--- src/rtl/mem_copy_pkg.sv ---
`default_nettype none
// ============================================================================
// Module      : mem_copy_pkg
// Description : Shared constants and FSM state encoding for the block-copy
//               engine and its address generator.
// Revision    : 1.0 - initial release
// ============================================================================
package mem_copy_pkg;

    localparam int c_MEM_DEPTH = 32;
    localparam int c_LEN_W     = 6;

    typedef enum logic [2:0] {
        ST_IDLE  = 3'd0,
        ST_CHECK = 3'd1,
        ST_READ  = 3'd2,
        ST_WRITE = 3'd3,
        ST_DONE  = 3'd4
    } state_t;

endpackage
`default_nettype wire

--- src/rtl/copy_addr_gen.sv ---
`default_nettype none
// ============================================================================
// Module      : copy_addr_gen
// Description : Byte index / remaining-count tracker for the copy engine.
//               Walks the index up (ascending) or down (descending) and
//               forms the current source and destination addresses.
// Revision    : 1.0 - initial release
// ============================================================================
module copy_addr_gen
    import mem_copy_pkg::*;
#(
    parameter int ADDR_W = 8
) (
    input  logic               clk,
    input  logic               reset,
    input  logic               i_load,
    input  logic               i_desc,
    input  logic [c_LEN_W-1:0] i_len,
    input  logic               i_step,
    input  logic [ADDR_W-1:0]  i_src,
    input  logic [ADDR_W-1:0]  i_dst,
    output logic [ADDR_W-1:0]  o_src_addr,
    output logic [ADDR_W-1:0]  o_dst_addr,
    output logic               o_last
);

    localparam logic [c_LEN_W-1:0] c_ONE = c_LEN_W'(1);

    logic [c_LEN_W-1:0] r_idx;
    logic [c_LEN_W-1:0] r_remain;
    logic               r_desc;

    // Load start index/count on entry, then step once per written byte
    always_ff @(posedge clk or negedge reset) begin
        if (!reset) begin
            r_idx    <= '0;
            r_remain <= '0;
            r_desc   <= 1'b0;
        end else if (i_load) begin
            r_desc   <= i_desc;
            r_idx    <= i_desc ? (i_len - c_ONE) : '0;
            r_remain <= i_len;
        end else if (i_step) begin
            r_idx    <= r_desc ? (r_idx - c_ONE) : (r_idx + c_ONE);
            r_remain <= r_remain - c_ONE;
        end
    end

    assign o_src_addr = i_src + ADDR_W'(r_idx);
    assign o_dst_addr = i_dst + ADDR_W'(r_idx);
    // The byte being written now is the final one of the run
    assign o_last     = (r_remain == c_ONE);

endmodule
`default_nettype wire

--- src/rtl/mem_block_copier.sv ---
`default_nettype none
// ============================================================================
// Module      : mem_block_copier
// Description : Memory-port initiator that copies a run of bytes from a
//               source to a destination address with memmove semantics,
//               one READ/WRITE cycle pair per byte.
//               Optional feature macro: COPY_CHECKSUM_EN adds a `checksum`
//               output (mod-2^DATA_W sum of all bytes read).
// Revision    : 1.0 - initial release
// ============================================================================
module mem_block_copier
    import mem_copy_pkg::*;
#(
    parameter int ADDR_W    = 8,
    parameter int DATA_W    = 8,
    parameter int MEM_DEPTH = c_MEM_DEPTH
) (
    input  logic               clk,
    input  logic               reset,
    input  logic               start,
    input  logic [ADDR_W-1:0]  src_addr,
    input  logic [ADDR_W-1:0]  dst_addr,
    input  logic [c_LEN_W-1:0] length,
    output logic               busy,
    output logic               done,
    output logic               err,
    output logic [ADDR_W-1:0]  mem_address,
    output logic [DATA_W-1:0]  mem_write_data,
    output logic               mem_write,
    output logic               mem_read,
    input  logic [DATA_W-1:0]  mem_read_data
`ifdef COPY_CHECKSUM_EN
    ,
    output logic [DATA_W-1:0]  checksum
`endif
);

    // One extra bit so end-address sums never wrap
    localparam int                c_SUM_W = ADDR_W + 1;
    localparam logic [c_SUM_W-1:0] c_DEPTH = c_SUM_W'(MEM_DEPTH);

    state_t             r_state;
    logic [ADDR_W-1:0]  r_src;
    logic [ADDR_W-1:0]  r_dst;
    logic [c_LEN_W-1:0] r_len;
    logic [DATA_W-1:0]  r_hold;
    logic               r_err;

    logic [c_SUM_W-1:0] w_src_end;
    logic [c_SUM_W-1:0] w_dst_end;
    logic               w_reject;
    logic               w_desc;
    logic [ADDR_W-1:0]  w_src_cur;
    logic [ADDR_W-1:0]  w_dst_cur;
    logic               w_last;

    assign w_src_end = {1'b0, r_src} + c_SUM_W'(r_len);
    assign w_dst_end = {1'b0, r_dst} + c_SUM_W'(r_len);
    assign w_reject  = (w_src_end > c_DEPTH) || (w_dst_end > c_DEPTH);
    // Destination starts inside the source run: copy from the top down
    assign w_desc    = (r_dst > r_src) && ({1'b0, r_dst} < w_src_end);

    copy_addr_gen #(
        .ADDR_W (ADDR_W)
    ) u_addr_gen (
        .clk        (clk),
        .reset      (reset),
        .i_load     (r_state == ST_CHECK),
        .i_desc     (w_desc),
        .i_len      (r_len),
        .i_step     (r_state == ST_WRITE),
        .i_src      (r_src),
        .i_dst      (r_dst),
        .o_src_addr (w_src_cur),
        .o_dst_addr (w_dst_cur),
        .o_last     (w_last)
    );

    // Control FSM: capture request, validate, alternate READ/WRITE, finish
    always_ff @(posedge clk or negedge reset) begin
        if (!reset) begin
            r_state <= ST_IDLE;
            r_src   <= '0;
            r_dst   <= '0;
            r_len   <= '0;
            r_hold  <= '0;
            r_err   <= 1'b0;
        end else begin
            case (r_state)
                ST_IDLE: begin
                    if (start) begin
                        r_src   <= src_addr;
                        r_dst   <= dst_addr;
                        r_len   <= length;
                        r_err   <= 1'b0;
                        r_state <= ST_CHECK;
                    end
                end
                ST_CHECK: begin
                    if (w_reject) begin
                        r_err   <= 1'b1;
                        r_state <= ST_DONE;
                    end else if (r_len == '0) begin
                        r_state <= ST_DONE;
                    end else begin
                        r_state <= ST_READ;
                    end
                end
                ST_READ: begin
                    r_hold  <= mem_read_data;
                    r_state <= ST_WRITE;
                end
                ST_WRITE: begin
                    r_state <= w_last ? ST_DONE : ST_READ;
                end
                ST_DONE: begin
                    r_err   <= 1'b0;
                    r_state <= ST_IDLE;
                end
                default: begin
                    r_state <= ST_IDLE;
                end
            endcase
        end
    end

`ifdef COPY_CHECKSUM_EN
    logic [DATA_W-1:0] r_checksum;

    // Running sum of every byte read; cleared when a request is captured
    always_ff @(posedge clk or negedge reset) begin
        if (!reset) begin
            r_checksum <= '0;
        end else if ((r_state == ST_IDLE) && start) begin
            r_checksum <= '0;
        end else if (r_state == ST_READ) begin
            r_checksum <= r_checksum + mem_read_data;
        end
    end

    assign checksum = r_checksum;
`endif

    // Strobes decode from registered state only
    assign busy           = (r_state == ST_READ) || (r_state == ST_WRITE);
    assign done           = (r_state == ST_DONE);
    assign err            = (r_state == ST_DONE) && r_err;
    assign mem_read       = (r_state == ST_READ);
    assign mem_write      = (r_state == ST_WRITE);
    assign mem_address    = (r_state == ST_READ)  ? w_src_cur :
                            (r_state == ST_WRITE) ? w_dst_cur : '0;
    assign mem_write_data = (r_state == ST_WRITE) ? r_hold : '0;

endmodule
`default_nettype wire

--- config.mk ---
export PLATFORM = sky130hd
export DESIGN_NAME = mem_block_copier
export DESIGN_NICKNAME = d
export VERILOG_FILES = /design/src/rtl/mem_copy_pkg.sv /design/src/rtl/copy_addr_gen.sv /design/src/rtl/mem_block_copier.sv
export SDC_FILE = /design/constraint.sdc
export NUM_CORES = 1
export LEC_CHECK = 0
export BUFFER_PORTS_ARGS = -buffer_cell sky130_fd_sc_hd__buf_4
export CELL_PAD_IN_SITES_DETAIL_PLACEMENT = 1
export CELL_PAD_IN_SITES_GLOBAL_PLACEMENT = 1
export CORE_ASPECT_RATIO = 0.7
export CORE_MARGIN = 3
export CORE_UTILIZATION = 35
export CTS_CLUSTER_DIAMETER = 80
export CTS_CLUSTER_SIZE = 12
export DETAILED_ROUTE_END_ITERATION = 10
export PLACE_DENSITY_LB_ADDON = 0.1
export SKIP_CTS_REPAIR_TIMING = 1
export SLEW_MARGIN = 10
export SYNTH_ARGS = -nofsm -noshare
export SYNTH_HDL_FRONTEND = slang
export SYNTH_SLANG_ARGS = --single-unit
export TNS_END_PERCENT = 10
--- constraint.sdc ---
create_clock -name clk -period 4.2 [get_ports clk]
set_clock_uncertainty 0.05 [all_clocks]
set_input_delay 0.84 -clock clk [delete_from_list [all_inputs] [get_ports clk]]
set_output_delay 0.84 -clock clk [all_outputs]
set_load 0.005 [all_outputs]
==> results.py <==
metrics = {
    "placement": {
        "portBuffers": 53,
        "routabilityCongestion": 0.836,
        "dp_hpwl_um": 9810,
        "post-place-cells": 630,
    },
    "layout": {
        "final_cells": 638,
        "post-route-util_pct": 43.8,
        "drive_above_1_share_pct": 19.2,
        "antenna_cells": 0,
        "area_growth_pct": 18.8,
        "final_nets": 572,
        "fillCellCount": 1248,
    },
    "critical_path": {
        "path_delay_family": "compound AO/OA/AOI/OAI gates",
        "cp_max_fo": 6,
        "crit_chain": "ha_1 -> inv_1 -> fa_1 -> nor2b_1 -> o21ai_0 -> a21boi_0 -> o21a_1 -> or4_1 -> nand3_1 -> buf_4",
        "cp-start-kind": "flop",
        "cp.arrival_ns": 2.62,
        "crit_required_ns": 3.31,
        "crit_type": "reg2out",
        "max_stage_delay_ns": 0.49,
        "crit_buf_inv": 2,
        "endpoint_kind": "output port",
        "critPathSlowestCell": "dfrtp_1",
    },
    "global_routing": {
        "grt_max_degree": 48,
        "grt_pass1_wl_um": 19600,
        "antenna_found_initial": 0,
        "grt_usage_pct": 20.1,
        "grt_overflow": 0,
        "grt_pass1_vias": 3530,
    },
    "sta": {
        "setup_tns_ns": 0,
        "finalSetupViolations": 0,
        "min_period_ns": 3.51,
        "slew_headroom_pct": 56.7,
        "fmax_ghz": 0.285,
        "hold_viol": 0,
        "rsz0062_at_grt": "false",
        "tightest_slew_ns": 0.649,
        "period_share_pct": 83.6,
        "drv_slew": 0,
        "hold_slack_ns": 0.425,
    },
    "clock_tree": {
        "cts_root_buf": "clkbuf_16",
        "h-tree-depth": 2,
        "cts.sinks": 47,
        "clk_pin_slew_ns": 0.07,
        "clockBufferDepth": 2,
        "cts_made_buffers": 5,
        "tritoncts": "built",
        "insertion_delay_ns": 0.30,
    },
    "synth": {
        "synth-edff-count": 0,
        "synth_top_family_by_area": "compound AO/OA/AOI/OAI gates",
        "synth_nets": 519,
        "async_flop_share_pct": 100,
        "syn_area_per_cell_um2": 8.95,
        "yosysWarnings": 0,
        "synth_cell_type_count": 66,
        "synth_ff_type": "dfrtp_1",
        "synthAdderAreaFrac_pct": 17.0,
        "synthMuxAreaShare_pct": 4.78,
        "syn_inst": 436,
        "synth-compound-area-share_pct": 20.9,
        "syn_area_um2": 3900,
        "synth-seq-cells": 47,
        "synth_xor_area_share_pct": 4.71,
        "synth-seq-area-share_pct": 30.1,
        "synth-simple-area-share_pct": 18.3,
    },
    "floorplan": {
        "initial_utilization_pct": 36.8,
        "dieHeight_um": 94.3,
        "die_area_um2": 12500,
        "rows": 31,
        "die_w_um": 132,
        "io_pins": 54,
        "core_um2": 10600,
    },
    "job": {
        "cap_violations": 0,
    },
    "min_path": {
        "hold_class": "reg2reg",
    },
    "drt": {
        "via_per_inst": 5.46,
        "drc": 0,
        "drt_iter0_drc": 167,
        "ant_nets": 0,
        "vias": 3481,
        "routed_wl_um": 12200,
        "dr.pass1.iters": 4,
        "wl_per_cell_um": 19.2,
    },
    "power": {
        "finalPower_uw": 4140,
        "p_per_area_nw_per_um2": 893,
        "peakVddDrop_uv": 518,
        "power_leakage_uw": 0.00219,
    },
    "status": {
        "status": "complete, no violations",
    },
}
-- routing by layer --
| metal | GRT usage (%) | vias to the layer above | wire [um] |
|---|---|---|---|
| li1 | - | 1695 | - |
| met3 | 2.56 | 9 | 610 |
| met1 | 30.2 | 1714 | 6260 |
| met5 | 0 | - | 0 |
| met2 | 31.1 | 63 | 5250 |
| met4 | 4.41 | 0 | 121 |
-- state kept, by name (all words and copies together), names as in the netlist --
signal               count
r_src                    8
r_len                    6
u_addr_gen.r_idx         6
u_addr_gen.r_desc        1
u_addr_gen.r_remain      6
r_err                    1
r_hold                   8
r_dst                    8
r_state                  3
-- Yosys cell counts, types with 6 or more instances --
cell type | number | area [um2]
inv_1 | 29 | 109
nand3_1 | 7 | 35.0
xor2_1 | 9 | 78.8
nor3_1 | 12 | 60.1
mux2_2 | 13 | 146
nor2_1 | 20 | 75.1
a21o_1 | 8 | 60.1
a21oi_1 | 28 | 140
and3_1 | 10 | 62.6
dfrtp_1 | 47 | 1180
o21ai_0 | 27 | 135
o22ai_1 | 8 | 50.1
clkbuf_1 | 9 | 33.8
ha_1 | 45 | 563
nand2_1 | 53 | 199
xnor2_1 | 12 | 105
or3_1 | 6 | 37.5
-- worst register-to-register path, delay by kind of cell (launching register included) --
kind	cells	cell delay, ns
AO/OA/AOI/OAI	4	0.85
XOR/XNOR	1	0.18
adder cells (fa/ha/maj)	3	0.89
buffers and inverters	2	0.13
flip-flops	1	0.42
AND/OR/NAND/NOR	3	0.68
-- power by group --
group	switching (uW)	total [uW]	internal, uW	leakage (uW)
Combinational	1490	2690	1200	0.00156
Clock	195	433	239	0.0000731
Sequential	359	1020	658	0.000554
Total	2040	4140	2100	0.00219
-- per-stage QoR --
| step | area [um2] | setup WS, ns |
|---|---|---|
| after floorplan | 3900 | 1.19 |
| after global placement | 4480 | 0.959 |
| after detailed placement | 4480 | 0.910 |
| after CTS | 4640 | 0.689 |
| after global routing | 4640 | 0.509 |
| final | 4640 | 0.690 |
-- logic make-up after synthesis --
kind of cell               count (synthesis)
and+or+nand+nor                          138
AOI/OAI and AO/OA                        121
adders and majority gates                 50
DFF                                       47
buffers and inverters                     42
xor gates and xnor gates                  21
muxes                                     17
-- layout by cell type, fill, tap and decap left out, types with 9 or more instances in the layout --
| cell type | Yosys | routed |
|---|---|---|
| buf_4 | 0 | 58 |
| nand2_1 | 53 | 53 |
| dfrtp_1 | 47 | 47 |
| ha_1 | 45 | 45 |
| inv_1 | 29 | 29 |
| a21oi_1 | 28 | 28 |
| o21ai_0 | 27 | 27 |
| nor2_1 | 20 | 20 |
| mux2_2 | 13 | 13 |
| xnor2_1 | 12 | 12 |
| nor3_1 | 12 | 12 |
| and3_1 | 10 | 10 |
| xor2_1 | 9 | 9 |
-- worst paths after layout --
path	slack, ns	startpoint	depth (start not counted)	end
max	0.69	u_addr_gen.r_idx[0]	10	mem_address[6]
min	0.43	r_hold[1]	2	r_hold[1]
max reg2reg	0.89	r_src[0]	13	u_addr_gen.r_idx[5]
min reg2reg	0.43	r_hold[1]	2	r_hold[1]
max in group asynchronous	3.14	reset	1	r_src[1]
min in group asynchronous	0.50	reset	1	r_dst[7]
-- cell type report --
| class | count | area (um2) | share of cell area, % |
|---|---|---|---|
| Clock buffer | 6 | 139 | 3.00 |
| Multi-Input combinational cell | 347 | 2570 | 55.5 |
| Inverter | 30 | 113 | 2.43 |
| Clock inverter | 2 | 16.3 | 0.351 |
| Sequential cell | 47 | 1180 | 25.4 |
| Tap cell | 148 | 185 | 3.99 |
| Timing Repair Buffer | 58 | 435 | 9.39 |
Power figures use the tool's default switching activity.
